===== src/rtl/exu_posit_int2p_ctl.sv =====
// Multi-cycle integer-to-posit converter (fcvt.p.w / fcvt.p.wu).
// Normalizes with a log-step leading-zero shifter, then packs with round-to-nearest-even.
module exu_posit_int2p_ctl #(
    parameter int N  = 32,
    parameter int es = 2,
    localparam int Bs = $clog2(N)
) (
    input  logic         clk,
    input  logic         rst_l,
    input  logic         start,
    input  logic         flush,
    input  logic         is_unsigned,
    input  logic [N-1:0] in,
    output logic [N-1:0] out,
    output logic         done,
    output logic         busy
);

    localparam int SW = (Bs > 1) ? $clog2(Bs) : 1;
    localparam int TW = N + es;          // separator, exponent and fraction
    localparam int YW = (N - 1) + TW;    // widest regime plus tail

    typedef enum logic [1:0] {IDLE, NORM, PACK} state_t;

    state_t         state_reg, state_next;
    logic           sign_reg, sign_next;
    logic           zero_reg, zero_next;
    logic [N-1:0]   m_reg, m_next;
    logic [Bs-1:0]  cnt_reg, cnt_next;
    logic [SW-1:0]  step_reg, step_next;
    logic [N-1:0]   out_reg, out_next;
    logic           done_reg, done_next;

    logic           start_sign;
    logic [N-1:0]   start_mag;

    assign start_sign = ~is_unsigned & in[N-1];
    assign start_mag  = start_sign ? (N'(0) - in) : in;

    // One candidate shift per normalization step; the step counter picks which applies.
    logic [Bs-1:0]  top_zero;
    logic [N-1:0]   m_shift [Bs];
    logic [Bs-1:0]  step_inc;

    genvar gi;
    generate
        for (gi = 0; gi < Bs; gi++) begin : g_norm
            assign top_zero[gi] = ~|m_reg[N-1 -: (1 << gi)];
            assign m_shift[gi]  = m_reg << (1 << gi);
        end
    endgenerate

    assign step_inc = Bs'(1) << step_reg;

    logic [Bs-1:0]  k;
    logic [Bs-1:0]  r;
    logic [es-1:0]  e;
    logic [Bs:0]    rlen;
    logic [Bs:0]    rlen_c;
    logic [YW-1:0]  y;
    logic [N-2:0]   kept;
    logic           g_bit;
    logic           st_bit;
    logic           ulp;
    logic [N-2:0]   body;
    logic [N-1:0]   p_mag;
    logic [N-1:0]   p_res;

    assign k      = Bs'(N - 1) - cnt_reg;
    assign r      = k >> es;
    assign e      = k[es-1:0];
    assign rlen   = {1'b0, r} + (Bs+1)'(1);
    assign rlen_c = (rlen > (Bs+1)'(N - 1)) ? (Bs+1)'(N - 1) : rlen;

    // Left-shifting a field of N-1 ones drops the excess, leaving exactly r+1 regime ones on top.
    assign y      = {{(N-1){1'b1}}, 1'b0, e, m_reg[N-2:0]} << ((Bs+1)'(N - 1) - rlen_c);
    assign kept   = y[YW-1 -: N-1];
    assign g_bit  = y[YW-N];
    assign st_bit = |y[YW-N-1:0];
    assign ulp    = g_bit & (st_bit | kept[0]);
    assign body   = (ulp && !(&kept)) ? kept + (N-1)'(1) : kept;
    assign p_mag  = {1'b0, body};
    assign p_res  = zero_reg ? '0 : (sign_reg ? (N'(0) - p_mag) : p_mag);

    always_comb begin
        state_next = state_reg;
        sign_next  = sign_reg;
        zero_next  = zero_reg;
        m_next     = m_reg;
        cnt_next   = cnt_reg;
        step_next  = step_reg;
        out_next   = out_reg;
        done_next  = 1'b0;

        case (state_reg)
            IDLE: begin
                if (start) begin
                    sign_next  = start_sign;
                    m_next     = start_mag;
                    zero_next  = (start_mag == '0);
                    cnt_next   = '0;
                    step_next  = SW'(Bs - 1);
                    state_next = NORM;
                end
            end
            NORM: begin
                if (top_zero[step_reg]) begin
                    m_next   = m_shift[step_reg];
                    cnt_next = cnt_reg + step_inc;
                end
                if (step_reg == '0) begin
                    state_next = PACK;
                end else begin
                    step_next = step_reg - SW'(1);
                end
            end
            PACK: begin
                out_next   = p_res;
                done_next  = 1'b1;
                state_next = IDLE;
            end
            default: state_next = IDLE;
        endcase

        if (flush) begin
            state_next = IDLE;
            done_next  = 1'b0;
            out_next   = out_reg;
        end
    end

    always_ff @(posedge clk or negedge rst_l) begin
        if (!rst_l) begin
            state_reg <= IDLE;
            sign_reg  <= 1'b0;
            zero_reg  <= 1'b0;
            m_reg     <= '0;
            cnt_reg   <= '0;
            step_reg  <= '0;
            out_reg   <= '0;
            done_reg  <= 1'b0;
        end else begin
            state_reg <= state_next;
            sign_reg  <= sign_next;
            zero_reg  <= zero_next;
            m_reg     <= m_next;
            cnt_reg   <= cnt_next;
            step_reg  <= step_next;
            out_reg   <= out_next;
            done_reg  <= done_next;
        end
    end

    assign out  = out_reg;
    assign done = done_reg;
    assign busy = (state_reg != IDLE) | done_reg;

endmodule

===== config.mk =====
export PLATFORM = sky130hd
export DESIGN_NAME = exu_posit_int2p_ctl
export DESIGN_NICKNAME = d
export VERILOG_FILES = /design/src/rtl/exu_posit_int2p_ctl.sv
export SDC_FILE = /design/constraint.sdc
export NUM_CORES = 1
export LEC_CHECK = 0
export CAP_MARGIN = 20
export CELL_PAD_IN_SITES_DETAIL_PLACEMENT = 1
export CELL_PAD_IN_SITES_GLOBAL_PLACEMENT = 1
export CORE_ASPECT_RATIO = 0.7
export CORE_MARGIN = 2
export CORE_UTILIZATION = 45
export DETAILED_ROUTE_END_ITERATION = 10
export PLACE_DENSITY_LB_ADDON = 0.05
export SETUP_SLACK_MARGIN = 0.2
export SLEW_MARGIN = 15
export SYNTH_ARGS = -nofsm -noshare
export SYNTH_HDL_FRONTEND = slang
export SYNTH_SLANG_ARGS = --single-unit

===== constraint.sdc =====
create_clock -name clk -period 7.4 [get_ports clk]
set_clock_uncertainty 0.05 [all_clocks]
set_input_delay 0.74 -clock clk [delete_from_list [all_inputs] [get_ports clk]]
set_output_delay 0.74 -clock clk [all_outputs]
set_load 0.02 [all_outputs]

; ---- Word-level counts from Yosys, hierarchy flattened
; Cells that the tools add are included.
[word_totals]
input_bits = 37
ff_bits = 77
out_inout_bits = 34
word_cells = 83
[op_classes]
mux = 25
n_reduce_logical = 23
order_cmp = 3
n_eq_ne = 7
n_addsub = 8
shifts = 2
bitwise = 7
[ops]
columns = operator, n
row1 = $mux 32, 7
row2 = $bmux 32 s3, 1
row3 = $shl 65x6->65, 1
row4 = $pmux 32 s2, 1
row5 = $reduce_or 33->1, 1
row6 = $logic_not 32->1, 1
row7 = $sub 1x31->32 const A, 1
row8 = $sub 1x32->32 const A, 1
row9 = $add 31x1->31 const B, 1
row10 = $mux 31, 1
row11 = $reduce_and 31->1, 1
row12 = $reduce_or 16->1, 1
row13 = $mux 5, 3
row14 = $pmux 5 s2, 1
row15 = $reduce_or 8->1, 1
row16 = $logic_not 1->1, 6
row17 = $mux 2, 3
row18 = $mux 3, 2
row19 = $ne 2x2->1 const B, 3
row20 = $ne 3x3->1 const B, 2
row21 = $pmux 3 s2, 1
row22 = $reduce_and 2->1, 3
row23 = $reduce_and 3->1, 2
row24 = $sub 5x5->6 const A, 1
row25 = 23 further kinds, 29

; ---- Logic depth before layout (Yosys ltp)
[logic_depth]
ltp_word = 14
depth_mapped = 28
mapped_depth_nobuf = 20

; ---- Least setup slack after synthesis
; No wires, ideal clock.
[synth_timing]
path_type = register to register
start = register cnt_reg[2]
end = register out_reg[30] (netlist: out[30])
slack_ps = 1292
t_required_ps = 7229
synth_period_minus_slack_ps = 6108
path_stages_with_launch = 28
arrival_ps = 5937
path_buffers = 9
path_cell_list = dfrtp_1 -> buf_6 -> inv_2 -> buf_2 -> buf_2 -> ha_1 -> buf_4 -> xnor2_2 -> buf_6 -> buf_6 -> buf_2 -> buf_1 -> a21oi_1 -> ha_1 -> and2_0 -> and3_1 -> a41oi_2 -> buf_2 -> mux2i_1 -> ha_1 -> nand2_1 -> nor3_1 -> a41oi_1 -> or4_4 -> or4b_4 -> o41ai_1 -> xor2_1 -> a22o_1
[synth_between]
elab_chain_cells = 14
elab_cells_between_ends = 17
cone_classes = add/sub (5) / order compare (1) / shift (1) / mux (4) / bitwise (2) / reduce/logical (4)
[synth_lines]
columns = item, line
row1 = "start, declared", 29  ; logic [Bs-1:0] cnt_reg, cnt_next;
row2 = "start signal, assigned", 147  ; cnt_reg <= cnt_next;
row3 = $sub 5x5->5 *, 69  ; assign k = Bs'(N - 1) - cnt_reg;
row4 = $add 3x1->4 *, 72  ; assign rlen = {1'b0, r} + (Bs+1)'(1);
row5 = $gt 4x5->1, 73  ; assign rlen_c = (rlen > (Bs+1)'(N - 1)) ? (Bs+1)'(N - 1) : rlen;
row6 = $mux 5 *, 73
row7 = $sub 5x5->6 *, 76  ; assign y = {{(N-1){1'b1}}, 1'b0, e, m_reg[N-2:0]} << ((Bs+1)'(N - 1) - rlen_c);
row8 = $shl 65x6->65 *, 76
row9 = "parallel branches: the longest is 4 deep, another holds $add 31x1->31", -
row10 = $mux 31 *, 81  ; assign body = (ulp && !(&kept)) ? kept + (N-1)'(1) : kept;
row11 = $sub 1x31->32, 83  ; assign p_res = zero_reg ? '0 : (sign_reg ? (N'(0) - p_mag) : p_mag);
row12 = $mux 32 * (2 in a row), 83
row13 = "end signal, assigned", 149  ; out_reg <= out_next;
row14 = "end, declared", 31  ; logic [N-1:0] out_reg, out_next;
; Every way passes the cells marked *.
; A chain may end at the register's enable or synchronous reset.

; ---- Worst setup path in the final report
; Ends and elaborated chain as after synthesis.

==> flow_results.org <==
** Timing
- Hold slack final :: 0.3304 ns
- Worst slew margin relative to its limit :: 40.92%
- Setup repair after global routing left no endpoint under its margin.
- Setup total negative slack on the finished layout was measured at 0 ns.
- Post-route fraction of the period consumed by the critical path :: 89.48%
- The number of pins exceeding their max-slew limit in the final report came to 0.
- The routed design could run at a clock period as short as 6.622 ns.
- Upper clock frequency limit :: 151.0 MHz
- Setup violations remaining at the end of the flow were counted as 0.
- The number of hold violations in the final report was 0.
- Slew of the pin with the lowest slew margin :: 0.8843 ns

** Die
- I/O pins :: 71
- The initial utilization of the core area, before any placement, comes to 45.87%.
- Number of placement rows :: 42
- Horizontal die dimension :: 170.0 µm
- Area of the core :: 18920 µm²
- Die Y :: 120.2 µm
- The die covers 20430 µm².

** Synth
- Area leader, netlist :: sky130_fd_sc_hd__dfrtp_1
- The mapped netlist covers 8677 µm².
- Among all cell types in the netlist, the one instantiated most often is sky130_fd_sc_hd__nand2_1.
- Leading post-synthesis cells by cell area :: sky130_fd_sc_hd__dfrtp_1 (22%), sky130_fd_sc_hd__nand2_1 (6.0%), sky130_fd_sc_hd__xnor2_1 (5.6%), sky130_fd_sc_hd__mux2i_1 (5.3%), sky130_fd_sc_hd__a21oi_1 (4.6%)
- After synthesis, the share of flip-flops with an asynchronous set or reset is 100.0%.
- Area share of the largest cell type after synthesis :: 22.21%
- Number of standard cells after synthesis :: 1110
- Number of flip-flops and latches in the synthesized netlist :: 77
- The most used flip-flop cell after synthesis is sky130_fd_sc_hd__dfrtp_1.
- Synthesis Warnings :: 0
- Synthesis instantiated 96 different standard cells from the library.
- Number of synthesized flops with an enable pin :: 0
- Sorting the synthesized cells by how often they occur yields sky130_fd_sc_hd__nand2_1 (139), sky130_fd_sc_hd__nor2_1 (102), sky130_fd_sc_hd__a21oi_1 (80).
- Net count of the mapped netlist :: 1162
- A synthesized cell averages 7.817 µm².
- Sequential cells were found to cover 22.21% of the synthesized design area.

** Min path
- The tightest min-delay check is of the primary input to async pin type.

** Route
- After the first detailed-routing iteration, the DRC count stood at 884.
- Once detail routing completed, the nets flagged for antenna violations numbered 0.
- Via count :: 8829
- The first TritonRoute pass finished after 8 iterations.
- After detailed routing, the number of remaining DRC violations is 0.
- Aggregate routed wire length :: 29890 µm
- Using the TritonRoute via totals, the vias-per-cell ratio works out to 6.454.
- Detail-routed net length per standard cell :: 21.85 µm

** Place
- The congestion estimate from routability-driven global placement came to 0.9204.
- After detailed placement, the total cell area comes to 9382 µm².
- Detailed placement ended at an HPWL of 22280 µm.
- Port buffering added 70 buffers.

** Critical path
- Setup crit start kind :: register
- The worst setup path is captured at a register.
- STA puts the critical path data required time at 7.60 ns.
- Signal arrival time at the worst endpoint :: 6.82 ns
- Start-to-end type of the worst setup path :: register to register
- Along the worst path, the maximum fanout reaches 25.

** Run
- Across the run, the number of max-cap violations was 0.

** Cells and area
- Nets@finish :: 1173
- # fillers :: 2298
- Finished layout cell area :: 9709 µm²
- The area growth from synthesis to layout is 11.90%.
- 0 antenna diodes ended up in the layout.
- Cells with a size suffix above 1 make up 8.970% of the layout.
- Final design utilization :: 51.32%

** Clocking
- Hold bufs inserted after CTS :: 0
- The clock drives 77 sinks.
- Latest clock arrival within the worst-skew pair :: 0.36 ns
- Post-CTS timing repair inserted 0 buffers for setup.
- TritonCTS buffer count :: 9
- After clock tree synthesis, the clock-pin slew on the worst setup and hold paths is 0.07 ns.
- CTS Root Buffer Type :: sky130_fd_sc_hd__clkbuf_16
- Number of buffers on the longest clock path :: 2
- TritonCTS clock tree :: yes
- CTS built an H-tree with a depth of 3.
- The number of gates resized after CTS was 0.

** Power
- Max rail drop VDD :: 164.2 µV
- Static Leak :: 0.003596 µW
- In this run the power density over the cells is 436.6 nW/µm².

** Global route
- The initial antenna violation count is 0.
- Wire length of the first global-routing pass :: 48380 µm
- In the global route stage, overall resource usage came out at 30.00%.
- Entering global routing, the biggest net connects 72 pins.
- Vias in the first global route :: 8394
- Grt ovf :: 0

** Status
- Outcome :: completed
==> kinds of logic after synthesis <==
family | synth area share (%)
buffers and inverters | 6.921
adders and majority gates | 2.249
AOI/OAI and AO/OA | 28.05
DFF | 22.21
muxes | 10.53
and+or+nand+nor | 21.10
xor gates and xnor gates | 8.955
==> stage by stage <==
step | power, µW | setup slack (ns) | cells
6_report | 4239 | 0.7783 | 1368
5_1_grt | 4559 | 0.3613 | 1368
4_1_cts | 4197 | 0.7074 | 1367
3_5_place_dp | 3686 | 0.7702 | 1351
3_3_place_gp | 3628 | 1.033 | 1351
2_1_floorplan | 2889 | 1.292 | 1110
==> final cells by class <==
class / instances / area [µm²] / share of cell area (%)
Clock buffer: 11 / 252.7 / 2.603
Clock inverter: 5 / 58.81 / 0.6057
Inverter: 30 / 112.6 / 1.160
Multi-Input combinational cell: 911 / 6192 / 63.78
Sequential cell: 77 / 1929 / 19.87
Tap cell: 242 / 302.8 / 3.119
Timing Repair Buffer: 92 / 860.8 / 8.866
==> worst paths after layout <==
check                      cells past startpoint       end  slack, ns       start
min in group clk                               2    out[7]       0.43      out[7]
max                                           19   out[30]       0.78  cnt_reg[2]
max reg2reg                                   19   out[30]       0.78  cnt_reg[2]
min reg2reg                                    2    out[7]       0.43      out[7]
min                                            1  m_reg[3]       0.33       rst_l
max in group asynchronous                      2  sign_reg       6.02       rst_l
==> layer usage <==
layer  vias up  GRT usage [%]  part of all wire [%]
li1       4125              -                     -
met2       334          40.38                    40
met4         0          4.594                  0.81
met5         -              0                     0
met1      4351          48.83                    51
met3        19          6.383                   8.2
==> critical path: stages (launching register included) <==
cell and delay, ns:
sky130_fd_sc_hd__dfrtp_1 0.39, sky130_fd_sc_hd__inv_2 0.08, sky130_fd_sc_hd__buf_4 0.31, sky130_fd_sc_hd__ha_1 0.49
sky130_fd_sc_hd__xor2_2 0.50, sky130_fd_sc_hd__nand2_1 0.11, sky130_fd_sc_hd__o221ai_1 0.33, sky130_fd_sc_hd__nand4_1 0.38
sky130_fd_sc_hd__nor4_1 0.63, sky130_fd_sc_hd__a41oi_2 0.47, sky130_fd_sc_hd__xnor2_1 0.35, sky130_fd_sc_hd__ha_1 0.23
sky130_fd_sc_hd__nand2_1 0.07, sky130_fd_sc_hd__nor3_1 0.14, sky130_fd_sc_hd__a41oi_1 0.10, sky130_fd_sc_hd__or4_4 0.52
sky130_fd_sc_hd__or4b_4 0.62, sky130_fd_sc_hd__o41ai_1 0.37, sky130_fd_sc_hd__xor2_1 0.14, sky130_fd_sc_hd__a22o_1 0.22
==> layout by cell type (no fill, tap or decap), drive strengths merged, types with 6 or more instances in the layout <==
cell type | netlist | final
nand2 | 139 | 139
nand2b | 10 | 10
or2 | 10 | 10
clkbuf | 54 | 12
nor4 | 14 | 14
nor2 | 102 | 102
nand3 | 25 | 25
a21oi | 80 | 80
o21a | 9 | 9
xor2 | 31 | 31
or4 | 6 | 6
xnor2 | 56 | 56
mux2i | 47 | 47
o211ai | 19 | 19
inv | 28 | 28
dfrtp | 77 | 77
mux2 | 16 | 16
o41ai | 8 | 8
buf | 38 | 22
a22oi | 18 | 18
nor2b | 8 | 8
o221ai | 12 | 12
and3 | 8 | 8
a222oi | 10 | 10
mux4 | 11 | 11
clkdlybuf4s50 | 0 | 69
a31oi | 12 | 12
and2 | 8 | 8
o21ai | 63 | 63
o31ai | 19 | 19
ha | 14 | 14
nor3 | 31 | 31
o22ai | 13 | 13
a211oi | 7 | 7
nand4 | 7 | 7
a22o | 27 | 27
==> where the power goes <==
group / internal [µW] / switching, µW / total [µW]
Clock: 280 / 198 / 478
Sequential: 567 / 248 / 815
Combinational: 1130 / 1810 / 2950
(Power assumes the default switching activity.)
